### config.mk
export PLATFORM = sky130hd
export DESIGN_NAME = pair_splitter
export DESIGN_NICKNAME = d
export VERILOG_FILES = /design/src/rtl/pair_splitter.sv
export SDC_FILE = /design/constraint.sdc
export NUM_CORES = 1
export LEC_CHECK = 0
export CAP_MARGIN = 30
export CORE_ASPECT_RATIO = 1.1
export CORE_MARGIN = 10
export CORE_UTILIZATION = 52
export CTS_CLUSTER_DIAMETER = 60
export CTS_CLUSTER_SIZE = 28
export DETAILED_ROUTE_END_ITERATION = 8
export MAX_ROUTING_LAYER = met4
export PLACE_DENSITY = 0.87
export SYNTH_ARGS = -nofsm -noshare
export SYNTH_HDL_FRONTEND = slang
export SYNTH_SLANG_ARGS = --single-unit
### constraint.sdc
create_clock -name aclk -period 4.97 [get_ports aclk]
set_input_delay 0.994 -clock aclk [delete_from_list [all_inputs] [get_ports aclk]]
set_output_delay 0.994 -clock aclk [all_outputs]
set_load 0.02 [all_outputs]
### src/rtl/pair_splitter.sv
// De-interleaves an operand stream into a/b channels, each with its own FIFO.
// Define PAIR_SPLITTER_REDUCE_EN to reduce each word into [0, P) with one conditional subtract.
`timescale 1ns/1ps
module pair_splitter #(
    parameter int P            = 100,
    parameter int BITS         = $clog2(P),
    parameter int C_DATA_WIDTH = 32,
    parameter int DEPTH        = 4
) (
    input  logic                         aclk,
    input  logic                         areset,
    input  logic                         s_tvalid,
    input  logic [C_DATA_WIDTH-1:0]      s_tdata,
    input  logic                         s_tlast,
    output logic                         s_tready,
    output logic [1:0]                   m_tvalid,
    output logic [1:0][C_DATA_WIDTH-1:0] m_tdata,
    input  logic [1:0]                   m_tready,
    output logic [31:0]                  pair_cnt
);
    localparam int AW = $clog2(DEPTH);
    localparam logic [AW:0] FULL_CNT = (AW+1)'(DEPTH);

    logic            sel;
    logic [AW:0]     count  [2];
    logic [AW-1:0]   wr_ptr [2];
    logic [AW-1:0]   rd_ptr [2];
    logic [BITS-1:0] mem    [2][DEPTH];
    logic [BITS-1:0] wr_data[2];
    logic [BITS-1:0] reduced;
    logic [1:0]      full;
    logic [1:0]      wr;
    logic [1:0]      pop;
    logic            accept;

`ifdef PAIR_SPLITTER_REDUCE_EN
    logic [BITS-1:0] diff;

    // Subtracting in BITS width gives (d - P) mod 2^BITS directly.
    always_comb begin
        diff    = s_tdata[BITS-1:0] - BITS'(P);
        reduced = (s_tdata >= C_DATA_WIDTH'(P)) ? diff : s_tdata[BITS-1:0];
    end
`else
    logic unused_hi;

    assign unused_hi = ^s_tdata[C_DATA_WIDTH-1:BITS];

    always_comb begin
        reduced = s_tdata[BITS-1:0];
    end
`endif

    always_comb begin
        full = '0;
        pop  = '0;
        for (int unsigned i = 0; i < 2; i++) begin
            full[i]     = (count[i] == FULL_CNT);
            m_tvalid[i] = (count[i] != '0);
            pop[i]      = m_tvalid[i] && m_tready[i];
            m_tdata[i]  = m_tvalid[i] ? C_DATA_WIDTH'(mem[i][rd_ptr[i]]) : '0;
        end
    end

    // Readiness uses only registered counts; a pad beat needs room in both channels.
    always_comb begin
        if (areset)
            s_tready = 1'b0;
        else if (sel)
            s_tready = !full[1];
        else if (s_tlast)
            s_tready = !full[0] && !full[1];
        else
            s_tready = !full[0];
        accept     = s_tvalid && s_tready;
        wr[0]      = accept && !sel;
        wr[1]      = accept && (sel || s_tlast);
        wr_data[0] = reduced;
        wr_data[1] = sel ? reduced : '0;
    end

    always_ff @(posedge aclk) begin
        if (areset) begin
            sel      <= 1'b0;
            pair_cnt <= '0;
            for (int unsigned i = 0; i < 2; i++) begin
                count[i]  <= '0;
                wr_ptr[i] <= '0;
                rd_ptr[i] <= '0;
            end
        end else begin
            if (accept)
                sel <= ~sel & ~s_tlast;
            if (wr[1])
                pair_cnt <= pair_cnt + 32'd1;
            for (int unsigned i = 0; i < 2; i++) begin
                if (wr[i])
                    wr_ptr[i] <= wr_ptr[i] + AW'(1);
                if (pop[i])
                    rd_ptr[i] <= rd_ptr[i] + AW'(1);
                if (wr[i] && !pop[i])
                    count[i] <= count[i] + (AW+1)'(1);
                else if (!wr[i] && pop[i])
                    count[i] <= count[i] - (AW+1)'(1);
            end
        end
    end

    always_ff @(posedge aclk) begin
        for (int unsigned i = 0; i < 2; i++) begin
            if (wr[i])
                mem[i][wr_ptr[i]] <= wr_data[i];
        end
    end
endmodule

==> flow_metrics.py <==
metrics = {
    "status": {
        "outcome": "completed",
    },
    "routing": {
        "route.detailed.drc": 0,
        "postRouteAntennaNets": 0,
        "firstDrtPassIters": 4,
        "drt-total-wl_um": 10400,
        "drtIter0Drc": 150,
        "vias_per_cell": 5.35,
        "num_vias": 3221,
        "wl_per_cell_um": 17.2,
    },
    "setup_path": {
        "worst_setup_path_end_kind": "register",
        "ff2ff_setup_slack_ns": 1.99,
        "cp_max_fo": 18,
        "criticalPathCategory": "in2reg",
        "critPathLaunchType": "input port",
        "arrival_ns": 3.90,
        "cp.required_ns": 5.08,
    },
    "finish": {
        "fillCellCount": 754,
        "area_growth_pct": 13.7,
        "design_area_um2": 5770,
        "utilization": 0.611,
        "antenna_cells": 0,
        "drive_above_1_share": 0.0990,
        "fin_cells": 602,
        "fin_nets": 531,
    },
    "sta": {
        "setup_slack_ns": 1.18,
        "setup_viol": 0,
        "skew_ns": 0.0121,
        "slew_headroom": 0.294,
        "period_minus_slack_ns": 3.79,
        "whs_ns": 0.486,
        "finalMaxSlewViolations": 0,
        "rsz0062_at_grt": "no",
        "max_freq_mhz": 264,
        "worst_pin_slew_ns": 1.05,
        "post-route-period-util": 0.763,
        "fin_setup_tns_ns": 0,
        "hold_viol_final": 0,
    },
    "grt": {
        "grt_overflow": 0,
        "grt_usage": 0.153,
        "grt_pass1_wl_um": 16900,
        "antenna_found_initial": 0,
        "grt_max_degree": 31,
        "grt_pass1_vias": 3432,
    },
    "clocking": {
        "clock-sinks": 103,
        "clock_latency_ns": 0.37,
        "cts_tree": "yes",
        "postCtsHoldBufs": 0,
        "cts_setup_buffers": 0,
        "root_buffer": "clkbuf_8",
        "post_cts_resized": 0,
        "clockBufferDepth": 2,
        "htree_levels": 3,
        "path_clk_slew_ns": 0.10,
        "numCtsBuffers": 9,
    },
    "worst_hold_path": {
        "min_path_type": "reg2reg",
    },
    "power": {
        "vdd_drop_max_mv": 0.178,
        "leakage_nw": 2.01,
        "total_power_mw": 2.33,
        "power.density_cell_area_nw_per_um2": 403,
    },
    "floorplan": {
        "fp-row-count": 37,
        "die_y_um": 124,
        "core-area_um2": 9440,
        "die-area_um2": 14100,
        "initial_core_util": 0.537,
        "io_pins": 137,
        "fp.dieW_um": 114,
    },
    "place": {
        "dp_cells": 586,
        "hpwl_um": 7660,
        "io_buffers": 61,
        "dp_worst_setup_slack_ns": 0.759,
        "dpl_cell_area_um2": 5580,
        "gp_congestion": 0.795,
    },
    "job": {
        "drv_cap": 0,
    },
    "synth": {
        "syn_inst": 426,
        "synth_cell_types": 49,
        "synth-edff-count": 70,
        "synthFlopType": "edfxtp_1",
        "async_reset_ff_frac": 0,
        "yosysWarnings": 0,
        "ys_ff_latch": 103,
        "synth.avg_cell_area_um2": 11.9,
        "yosysSeqAreaShare": 0.544,
        "netlist_area_um2": 5080,
    },
}
[worst max-delay path, cell delays in order]
cell and delay (ns):
clkdlybuf4s50_1 0.89, nand2b_1 0.32, a2111oi_2 0.06, buf_4 0.19, nor3_1 0.38, inv_1 0.10
fa_1 0.39, xor2_1 0.17, nor3b_1 0.15, a21oi_1 0.14, o32ai_1 0.11
[synthesized netlist by cell type (4+ instances only)]
master    instances  area (um^2)
xor2_1           14          123
clkbuf_1         13         48.8
nand3_1          11         55.1
mux4_2           14          315
o21ai_0          10         50.1
nand2b_1          6         37.5
or4_1             5         37.5
edfxtp_1         70         2100
inv_1            16         60.1
xnor2_1           5         43.8
a21oi_1          19         95.1
and4_1            4         35.0
nor2_1           30          113
and2_1           32          200
dfxtp_1          33          661
nand2_1          11         41.3
o31ai_1           7         52.6
nand4_1          11         68.8
ha_1             12          150
buf_4            51          383
or2_2             4         25.0
or3_1            10         62.6
[metal layers]
metal | up-vias | global-route usage | wire (um) | share of wire
met5 | - | - | 0 | 0
met4 | 0 | 0.0368 | 95 | 0.0092
met3 | 12 | 0.0534 | 872 | 0.084
met2 | 106 | 0.269 | 5420 | 0.52
met1 | 1558 | 0.162 | 3980 | 0.38
li1 | 1545 | - | - | -
[layout make-up]
cell class / count / area, um^2 / share of cell area
multi-input combinational: 286 / 1980 / 0.343
tap: 117 / 146 / 0.0254
clock inverter: 7 / 67.6 / 0.0117
sequential: 103 / 2760 / 0.479
clock buffer: 9 / 124 / 0.0215
inverter: 16 / 60.1 / 0.0104
timing repair buffer: 64 / 633 / 0.110
[registers in the layout, summed over array words and instances, names as in the netlist]
name	cells
pair_cnt	32
mem	56
wr_ptr	4
count	6
sel	1
rd_ptr	4
[logic make-up (layout without fill, tap and decap cells)]
kind of cell | after synthesis | after routing | synth area share
simple gates | 143 | 143 | 0.163
flops | 103 | 103 | 0.544
buf+inv | 86 | 96 | 0.104
compound gates | 45 | 45 | 0.0560
xor+xnor | 19 | 19 | 0.0328
mux | 16 | 16 | 0.0661
fa+ha+maj | 13 | 13 | 0.0335
other cells | 1 | 50 | 0.000739
[where the power goes]
group,internal [mW],switching (mW),total [mW]
logic,0.347,0.395,0.742
clock network,0.194,0.302,0.496
registers,1.00,0.0856,1.09
[cells in the final DEF (no fill, tap or decap), types with 3 or more instances in the layout]
cell and instances:
nor3_1 3, dfxtp_1 33, or4_1 5, or3_1 10
ha_1 12, xnor2_1 5, or2_2 4, buf_4 3
edfxtp_1 70, nand4_1 11, clkbuf_8 9, and2_1 32
mux4_2 14, nand2b_1 6, and3_1 3, xor2_1 14
inv_1 16, a21oi_1 19, nand3_1 11, o21ai_0 10
nor2_1 30, nand2_1 11, clkdlybuf4s50_1 61, and4_1 4
o31ai_1 7, conb_1 50
[worst paths after layout]
path / from / endpoint / cells after the start
hold reg to reg: pair_cnt[31]$_SDFFE_PP0P_ / pair_cnt[31]$_SDFFE_PP0P_ / 1
setup reg to reg: count[1][0]$_DFFE_PP_ / count[0][2]$_SDFFCE_PN0P_ / 12
setup / recovery: areset / count[0][2]$_SDFFCE_PN0P_ / 11
hold / removal: pair_cnt[31]$_SDFFE_PP0P_ / pair_cnt[31]$_SDFFE_PP0P_ / 1
No activity file was read; power rests on OpenSTA's default activity.
